File: src/rtl/instruction_queue.sv
// In-order instruction queue between instruction memory and the controller.
// Presents the oldest word split into opcode and data fields; flush discards all entries.
module instruction_queue #(
  parameter int unsigned INSTR_WIDTH  = 8,
  parameter int unsigned OPCODE_WIDTH = 4,
  parameter int unsigned DEPTH        = 4
) (
  input  logic                                clock,
  input  logic                                reset,
  input  logic [INSTR_WIDTH-1:0]              instruction,
  input  logic                                instr_valid,
  output logic                                instr_ready,
  output logic [OPCODE_WIDTH-1:0]             opcode,
  output logic [INSTR_WIDTH-OPCODE_WIDTH-1:0] data,
  output logic                                out_valid,
  input  logic                                out_ready,
  input  logic                                flush,
  output logic [$clog2(DEPTH):0]              count
);

  localparam int unsigned DATA_WIDTH = INSTR_WIDTH - OPCODE_WIDTH;
  localparam int unsigned PTR_WIDTH  = $clog2(DEPTH);
  localparam int unsigned CNT_WIDTH  = PTR_WIDTH + 1;

  logic [INSTR_WIDTH-1:0] mem [DEPTH];
  logic [PTR_WIDTH-1:0]   wr_ptr;
  logic [PTR_WIDTH-1:0]   rd_ptr;
  logic [INSTR_WIDTH-1:0] head;
  logic                   push;
  logic                   pop;

  // Handshake status comes only from the registered occupancy.
  assign instr_ready = (count != CNT_WIDTH'(DEPTH));
  assign out_valid   = (count != '0);
  assign push        = instr_valid && instr_ready;
  assign pop         = out_valid && out_ready;

  assign head   = mem[rd_ptr];
  assign opcode = out_valid ? head[INSTR_WIDTH-1 -: OPCODE_WIDTH] : '0;
  assign data   = out_valid ? head[DATA_WIDTH-1:0] : '0;

  // Pointer and occupancy state; reset beats flush, flush discards the cycle's handshakes.
  always_ff @(posedge clock) begin
    if (reset || flush) begin
      wr_ptr <= '0;
      rd_ptr <= '0;
      count  <= '0;
    end else begin
      if (push) wr_ptr <= wr_ptr + PTR_WIDTH'(1);
      if (pop)  rd_ptr <= rd_ptr + PTR_WIDTH'(1);
      if (push && !pop)      count <= count + CNT_WIDTH'(1);
      else if (pop && !push) count <= count - CNT_WIDTH'(1);
    end
  end

  // Storage is not reset; only accepted pushes write it.
  always_ff @(posedge clock) begin
    if (!reset && !flush && push) mem[wr_ptr] <= instruction;
  end

endmodule

File: config.mk
export PLATFORM = sky130hd
export DESIGN_NAME = instruction_queue
export DESIGN_NICKNAME = d
export VERILOG_FILES = /design/src/rtl/instruction_queue.sv
export SDC_FILE = /design/constraint.sdc
export NUM_CORES = 1
export LEC_CHECK = 0
export CORE_MARGIN = 2
export CORE_UTILIZATION = 40
export DETAILED_ROUTE_END_ITERATION = 8
export PLACE_DENSITY = 0.72
export RECOVER_POWER = 100
export SLEW_MARGIN = 30
export SYNTH_ARGS = -nofsm -noshare
export SYNTH_HDL_FRONTEND = slang
export SYNTH_SLANG_ARGS = --single-unit
File: constraint.sdc
create_clock -name clock -period 5.95 [get_ports clock]
set_input_delay 1.785 -clock clock [delete_from_list [all_inputs] [get_ports clock]]
set_output_delay 1.785 -clock clock [all_outputs]
set_load 0.05 [all_outputs]
==> results of run 1 <==
-- critical path, cell delays in order, from the launching register on --
cell           delay, ns
dfxtp_1             0.65
mux4_2              0.56
nor2b_1             0.14
dlygate4sd3_1       0.75
-- cell usage after synthesis --
library cell and count:
fa_1 1, nand2_1 2, ha_1 5, mux4_2 8, inv_1 4, nor2_1 5
and3_2 3, and3_1 1, o31ai_2 1, mux2i_1 1, buf_6 1, and2_4 1
or3_1 1, edfxtp_1 32, nand4_1 2, or3_2 1, or3b_4 1, o21ai_1 1
xor2_1 3, buf_2 1, nor3_1 1, clkbuf_1 3, or2_2 1, dfxtp_1 9
o21ai_0 2, a21oi_1 2, nor2b_1 8, o31ai_1 1
-- worst min path at each step --
stage                           start                     end  slack (ns)  depth (start not counted)
2_1_floorplan  rd_ptr[1]$_SDFFE_PP0P_                register        0.46                          2
3_3_place_gp   rd_ptr[1]$_SDFFE_PP0P_  rd_ptr[1]$_SDFFE_PP0P_        0.47                          2
3_5_place_dp   rd_ptr[1]$_SDFFE_PP0P_                register        0.48                          2
4_1_cts        rd_ptr[1]$_SDFFE_PP0P_                register        0.49                          2
5_1_grt        wr_ptr[0]$_SDFFE_PP0P_  wr_ptr[0]$_SDFFE_PP0P_        0.53                          2
6_report       rd_ptr[1]$_SDFFE_PP0P_                register        0.49                          2
-- layout by cell type (no fill, tap or decap) --
master,count
clkbuf_8,5
xor2_1,3
bufinv_16,1
a21oi_1,2
o31ai_2,1
mux2i_1,1
o31ai_1,1
fa_1,1
buf_4,1
and3_1,4
dfxtp_1,9
or3_1,1
clkbuf_1,1
o21ai_0,3
nor2_1,5
nand4_1,2
or3_2,1
or2_0,1
dlygate4sd3_1,23
nand2_1,2
and2_0,1
mux4_2,8
nor2b_1,8
inv_1,4
clkdlybuf4s50_1,2
or3b_4,1
edfxtp_1,32
ha_1,5
clkinv_1,1
nor3_1,1
-- cell families (layout without fill, tap and decap cells) --
group                    Yosys count  in the layout
adder cells (fa/ha/maj)            6              6
multiplexers                       9              9
flip-flops                        41             41
AO/OA/AOI/OAI                      7              7
XOR/XNOR                           3              3
AND/OR/NAND/NOR                   27             27
buffers and inverters              9             38
-- cell type report --
class / count / area [sq um]
Tap cell: 50 / 62.6
Fill cell: 334 / 1950
Clock inverter: 2 / 33.8
Sequential cell: 41 / 1140
Multi-Input combinational cell: 52 / 500
Inverter: 4 / 15.0
Timing Repair Buffer: 26 / 258
Clock buffer: 6 / 72.6
-- flip-flops by register name, summed over array words and instances (netlist names), named ones only --
signal  flops
rd_ptr      2
count       3
mem        32
wr_ptr      2
-- metal layers --
layer | global-route usage | up-vias | share of wire | routed length, microns
met5 | 0 | - | 0 | 0
met4 | 0.0261 | 0 | 0.0074 | 20
met3 | 0.0541 | 2 | 0.058 | 157
met2 | 0.209 | 26 | 0.50 | 1340
met1 | 0.156 | 452 | 0.44 | 1180
li1 | - | 437 | - | -
-- power by group --
group          switching [mW]  internal (mW)  total, mW
clock network          0.0870          0.124      0.211
logic                  0.0763         0.0436      0.120
registers             0.00719          0.315      0.322
-- stage by stage --
step	instance area [sq um]	setup slack [ns]	instances	utilization	total power, mW
floorplan	1690	2.39	102	-	0.412
global placement	1980	2.09	173	0.492	0.453
detailed placement	1980	2.04	173	0.492	0.457
CTS	2090	1.77	181	0.519	0.667
global route	2080	1.62	181	0.517	0.682
finish	2080	1.77	181	0.517	0.652
==> impl_metrics.json, run 1 <==
{
  "outcome": "complete, no violations",
  "vdd.ir_drop.worst_mv": 0.165,
  "cts-hold-fix-buffers": 0,
  "holdWs_ns": 0.491,
  "finalMaxSlewViolations": 0,
  "tritoncts": "yes",
  "dr_total_vias": 917,
  "cts_resized": 0,
  "area.growth.synth_to_final_pct": 23.2,
  "power.density_cell_area_nw_per_um2": 313,
  "grt_pass1_vias": 966,
  "dieWidth_microns": 69.0,
  "timing.max_slew.rel_slack": 0.649,
  "initial_core_utilization": 0.420,
  "crit_fanout": 8,
  "routed_wirelength_mm": 2.70,
  "tmin_final_ns": 4.18,
  "route.detailed.drc": 0,
  "ys.warnings.count": 0,
  "critPathKind": "register to output port",
  "synthMuxAreaShare": 0.113,
  "synth_simple_gate_area_share": 0.0962,
  "path_clk_slew_ns": 0.07,
  "timing.critical_path.to_type": "output port",
  "ys_ff_latch": 41,
  "portBuffers": 25,
  "row_count": 23,
  "critPathArrivalTime_ns": 2.39,
  "grt_usage": 0.127,
  "timing.critical_path.required_ns": 4.16,
  "sink_count_of_the_clock_tree": 41,
  "setup.worst_path.start_class": "register",
  "synthDominantAreaCellType": "edfxtp_1",
  "worst_hold_path_type": "register to register",
  "worst_setup_endpoint": "data[1]",
  "ys_top_cells_by_area": "edfxtp_1 (57%), dfxtp_1 (11%), mux4_2 (11%), ha_1 (3.7%), nor2b_1 (3.0%)",
  "die_height_microns": 69.0,
  "synthDistinctLibCells": 28,
  "cts_htree_levels": 2,
  "cts-root-buf": "clkbuf_8",
  "global_route.overflow_total": 0,
  "fp.coreArea_sq_um": 4030,
  "post_cts.repair.setup_buffers": 0,
  "timing.final.setup_violations": 0,
  "ys_seq_area_frac": 0.675,
  "global_route_wire_length_before_repair_mm": 4.64,
  "cts_buffers": 5,
  "netlist.area_leader.share": 0.568,
  "num_io_pins": 26,
  "final_number_of_hold_violating_endpoints": 0,
  "timing_worst_slew_pin_value_ns": 0.526,
  "first_iter_violations": 39,
  "n_diodes": 0,
  "regToRegStartpoint": "count[0]$_SDFFE_PP0P_",
  "max_freq_ghz": 0.240,
  "fin_crit_sh": 0.702,
  "grt_start_max_net_pins": 13,
  "ratio_of_cells_with_drive_above_1_in_the_final_layout": 0.137,
  "design.die.area_sq_um": 4760,
  "synth_fa_ha_area_frac": 0.0489,
  "clock_insertion_delay_worst_skew_ns": 0.29,
  "dominant_combinational_cell_family_by_area_after_synthesis": "multiplexers",
  "rr_endpoint": "count[2]$_SDFFE_PP0P_",
  "synth-compound-area-share": 0.0266,
  "num-nets-final": 149,
  "synthesis.instances": 102,
  "gp_congestion": 0.651,
  "drt.antenna.violating_nets": 0,
  "setup_tns_ns": 0,
  "drt_pass1_iterations": 4,
  "place_hpwl_mm": 1.92,
  "reg2reg_setup_slack_ns": 3.46,
  "total_leakage_power_nw": 0.740,
  "mappedNetlistNets": 121,
  "synth_xor_area_frac": 0.0155,
  "antenna_found_initial": 0,
  "maxCapViolCount": 0,
  "avgRoutedWirePerCell_microns": 14.9,
  "clock_skew_ns": 0.00736,
  "unrepaired_setup_endpoints_after_global_routing": "no",
  "vias_per_cell": 5.07,
  "syn_area_sq_um": 1690,
  "reg2reg_depth": 8,
  "synth.avg_cell_area_sq_um": 16.6,
  "ctsLongestPathBuffers": 2
}
Power figures use the tool's default switching activity.
==> run 2: changes to the inputs <==
==> constraint.sdc (replaced) <==
create_clock -name clock -period 4.4 [get_ports clock]
set_input_delay 1.32 -clock clock [delete_from_list [all_inputs] [get_ports clock]]
set_output_delay 1.32 -clock clock [all_outputs]
set_load 0.05 [all_outputs]
==> run 2 against run 1 <==
Effect of this change: via count up 3.7%; core utilization rose by 0.25 points; non-clock buffer count unchanged; clock power grew 43%; register-to-register slack got worse by 1.5 ns; highest routed layer unchanged.
==> impl_metrics.json, run 2 (synthesis results as in run 1) <==
{
  "outcome": "complete, no violations",
  "setup_slack_ns": 0.665,
  "antenna_found_initial": 0,
  "dr_total_vias": 951,
  "grt_pass1_vias": 979,
  "setup.worst_path.start_class": "register",
  "timing.final.setup_violations": 0,
  "largest_register_ffs": 32,
  "final_core_utilization": 0.520,
  "filler_cell_count": 346,
  "placed_cells": 173,
  "row_count": 23,
  "place_hpwl_mm": 1.97,
  "final_cell_area_sq_um": 2090,
  "clock_insertion_delay_worst_skew_ns": 0.29,
  "final-instance-count-excl-fill": 181,
  "timing.critical_path.to_type": "output port",
  "max_freq_ghz": 0.268,
  "grt_usage": 0.129,
  "num-nets-final": 149,
  "cts_htree_levels": 2,
  "num_io_pins": 26,
  "layout.cells.most_common": "edfxtp_1",
  "fp.coreArea_sq_um": 4030,
  "dieWidth_microns": 69.0,
  "highest_count_cells_in_the_layout_ignoring_fill_and_taps": "edfxtp_1 (32), dlygate4sd3_1 (23), dfxtp_1 (9), mux4_2 (8), nor2b_1 (8)",
  "initial_core_utilization": 0.420,
  "finalMaxSlewViolations": 0,
  "cts-hold-fix-buffers": 0,
  "area.growth.synth_to_final_pct": 23.8,
  "vias_per_cell": 5.25,
  "ctsLongestPathBuffers": 2,
  "total_leakage_power_nw": 0.746,
  "critPathArrivalTime_ns": 2.42,
  "setup_tns_ns": 0,
  "drt_pass1_iterations": 4,
  "cts_resized": 0,
  "holdWs_ns": 0.504,
  "clock_skew_ns": 0.00927,
  "reg2reg_setup_slack_ns": 1.93,
  "design.die.area_sq_um": 4760,
  "cts-root-buf": "clkbuf_8",
  "fin_crit_sh": 0.849,
  "largestRegisters": "mem x32, count x3",
  "maxCapViolCount": 0,
  "seq_area_sq_um": 1140,
  "sink_count_of_the_clock_tree": 41,
  "path_clk_slew_ns": 0.07,
  "pre_cts_slack_ns": 0.959,
  "critPathKind": "register to output port",
  "post_cts.repair.setup_buffers": 0,
  "n_diodes": 0,
  "timing.max_slew.rel_slack": 0.641,
  "die_height_microns": 69.0,
  "fin_total_pwr_uw": 899,
  "route.detailed.drc": 0,
  "tritoncts": "yes",
  "cts_buffers": 5,
  "multi_input_comb_area_sq_um": 500,
  "placed_area_sq_um": 1980,
  "timing_worst_slew_pin_value_ns": 0.538,
  "first_iter_violations": 31,
  "vdd.ir_drop.worst_mv": 0.235,
  "unrepaired_setup_endpoints_after_global_routing": "no",
  "tmin_final_ns": 3.74,
  "portBuffers": 25,
  "drt.antenna.violating_nets": 0,
  "gp_congestion": 0.623,
  "global_route.overflow_total": 0,
  "final_number_of_hold_violating_endpoints": 0,
  "global_route_wire_length_before_repair_mm": 4.62,
  "crit_fanout": 8,
  "registers.top_by_ff_count": "mem",
  "routed_wirelength_mm": 2.79,
  "worst_hold_path_type": "register to register",
  "power.density_cell_area_nw_per_um2": 429,
  "timing.critical_path.required_ns": 3.08,
  "ratio_of_cells_with_drive_above_1_in_the_final_layout": 0.145,
  "avgRoutedWirePerCell_microns": 15.4,
  "grt_start_max_net_pins": 13
}
[run 2: final timing paths]
kind	from	endpoint	cells past startpoint
worst min register to register	wr_ptr[0]$_SDFFE_PP0P_	wr_ptr[0]$_SDFFE_PP0P_	2
worst min-delay path	wr_ptr[0]$_SDFFE_PP0P_	wr_ptr[0]$_SDFFE_PP0P_	2
worst max-delay path	register	opcode[3]	3
worst max register to register	count[0]$_SDFFE_PP0P_	count[2]$_SDFFE_PP0P_	8
[run 2: layout make-up]
| class | count | share of cell area |
|---|---|---|
| clock buffers | 7 | 0.0412 |
| clock inverters | 1 | 0.0143 |
| inverters | 4 | 0.00717 |
| multi-input cells | 52 | 0.239 |
| flip-flops and latches | 41 | 0.545 |
| well taps | 50 | 0.0299 |
| repair buffers | 26 | 0.123 |
[run 2: critical path, stage by stage (launching register included)]
cell and delay [ns]:
dfxtp_1 0.66, mux4_2 0.56, nor2b_1 0.14, dlygate4sd3_1 0.76
[run 2: metal layers]
metal,global-route usage,up-vias,part of all wire
met2,0.208,29,0.49
met1,0.154,480,0.43
met3,0.0365,7,0.053
met5,0,-,0
li1,-,435,-
met4,0.0719,0,0.023
[run 2: report_power, final]
group | switching (mW) | internal [mW]
sequential | 0.00961 | 0.426
clock | 0.116 | 0.185
combinational | 0.104 | 0.0586
total | 0.230 | 0.669
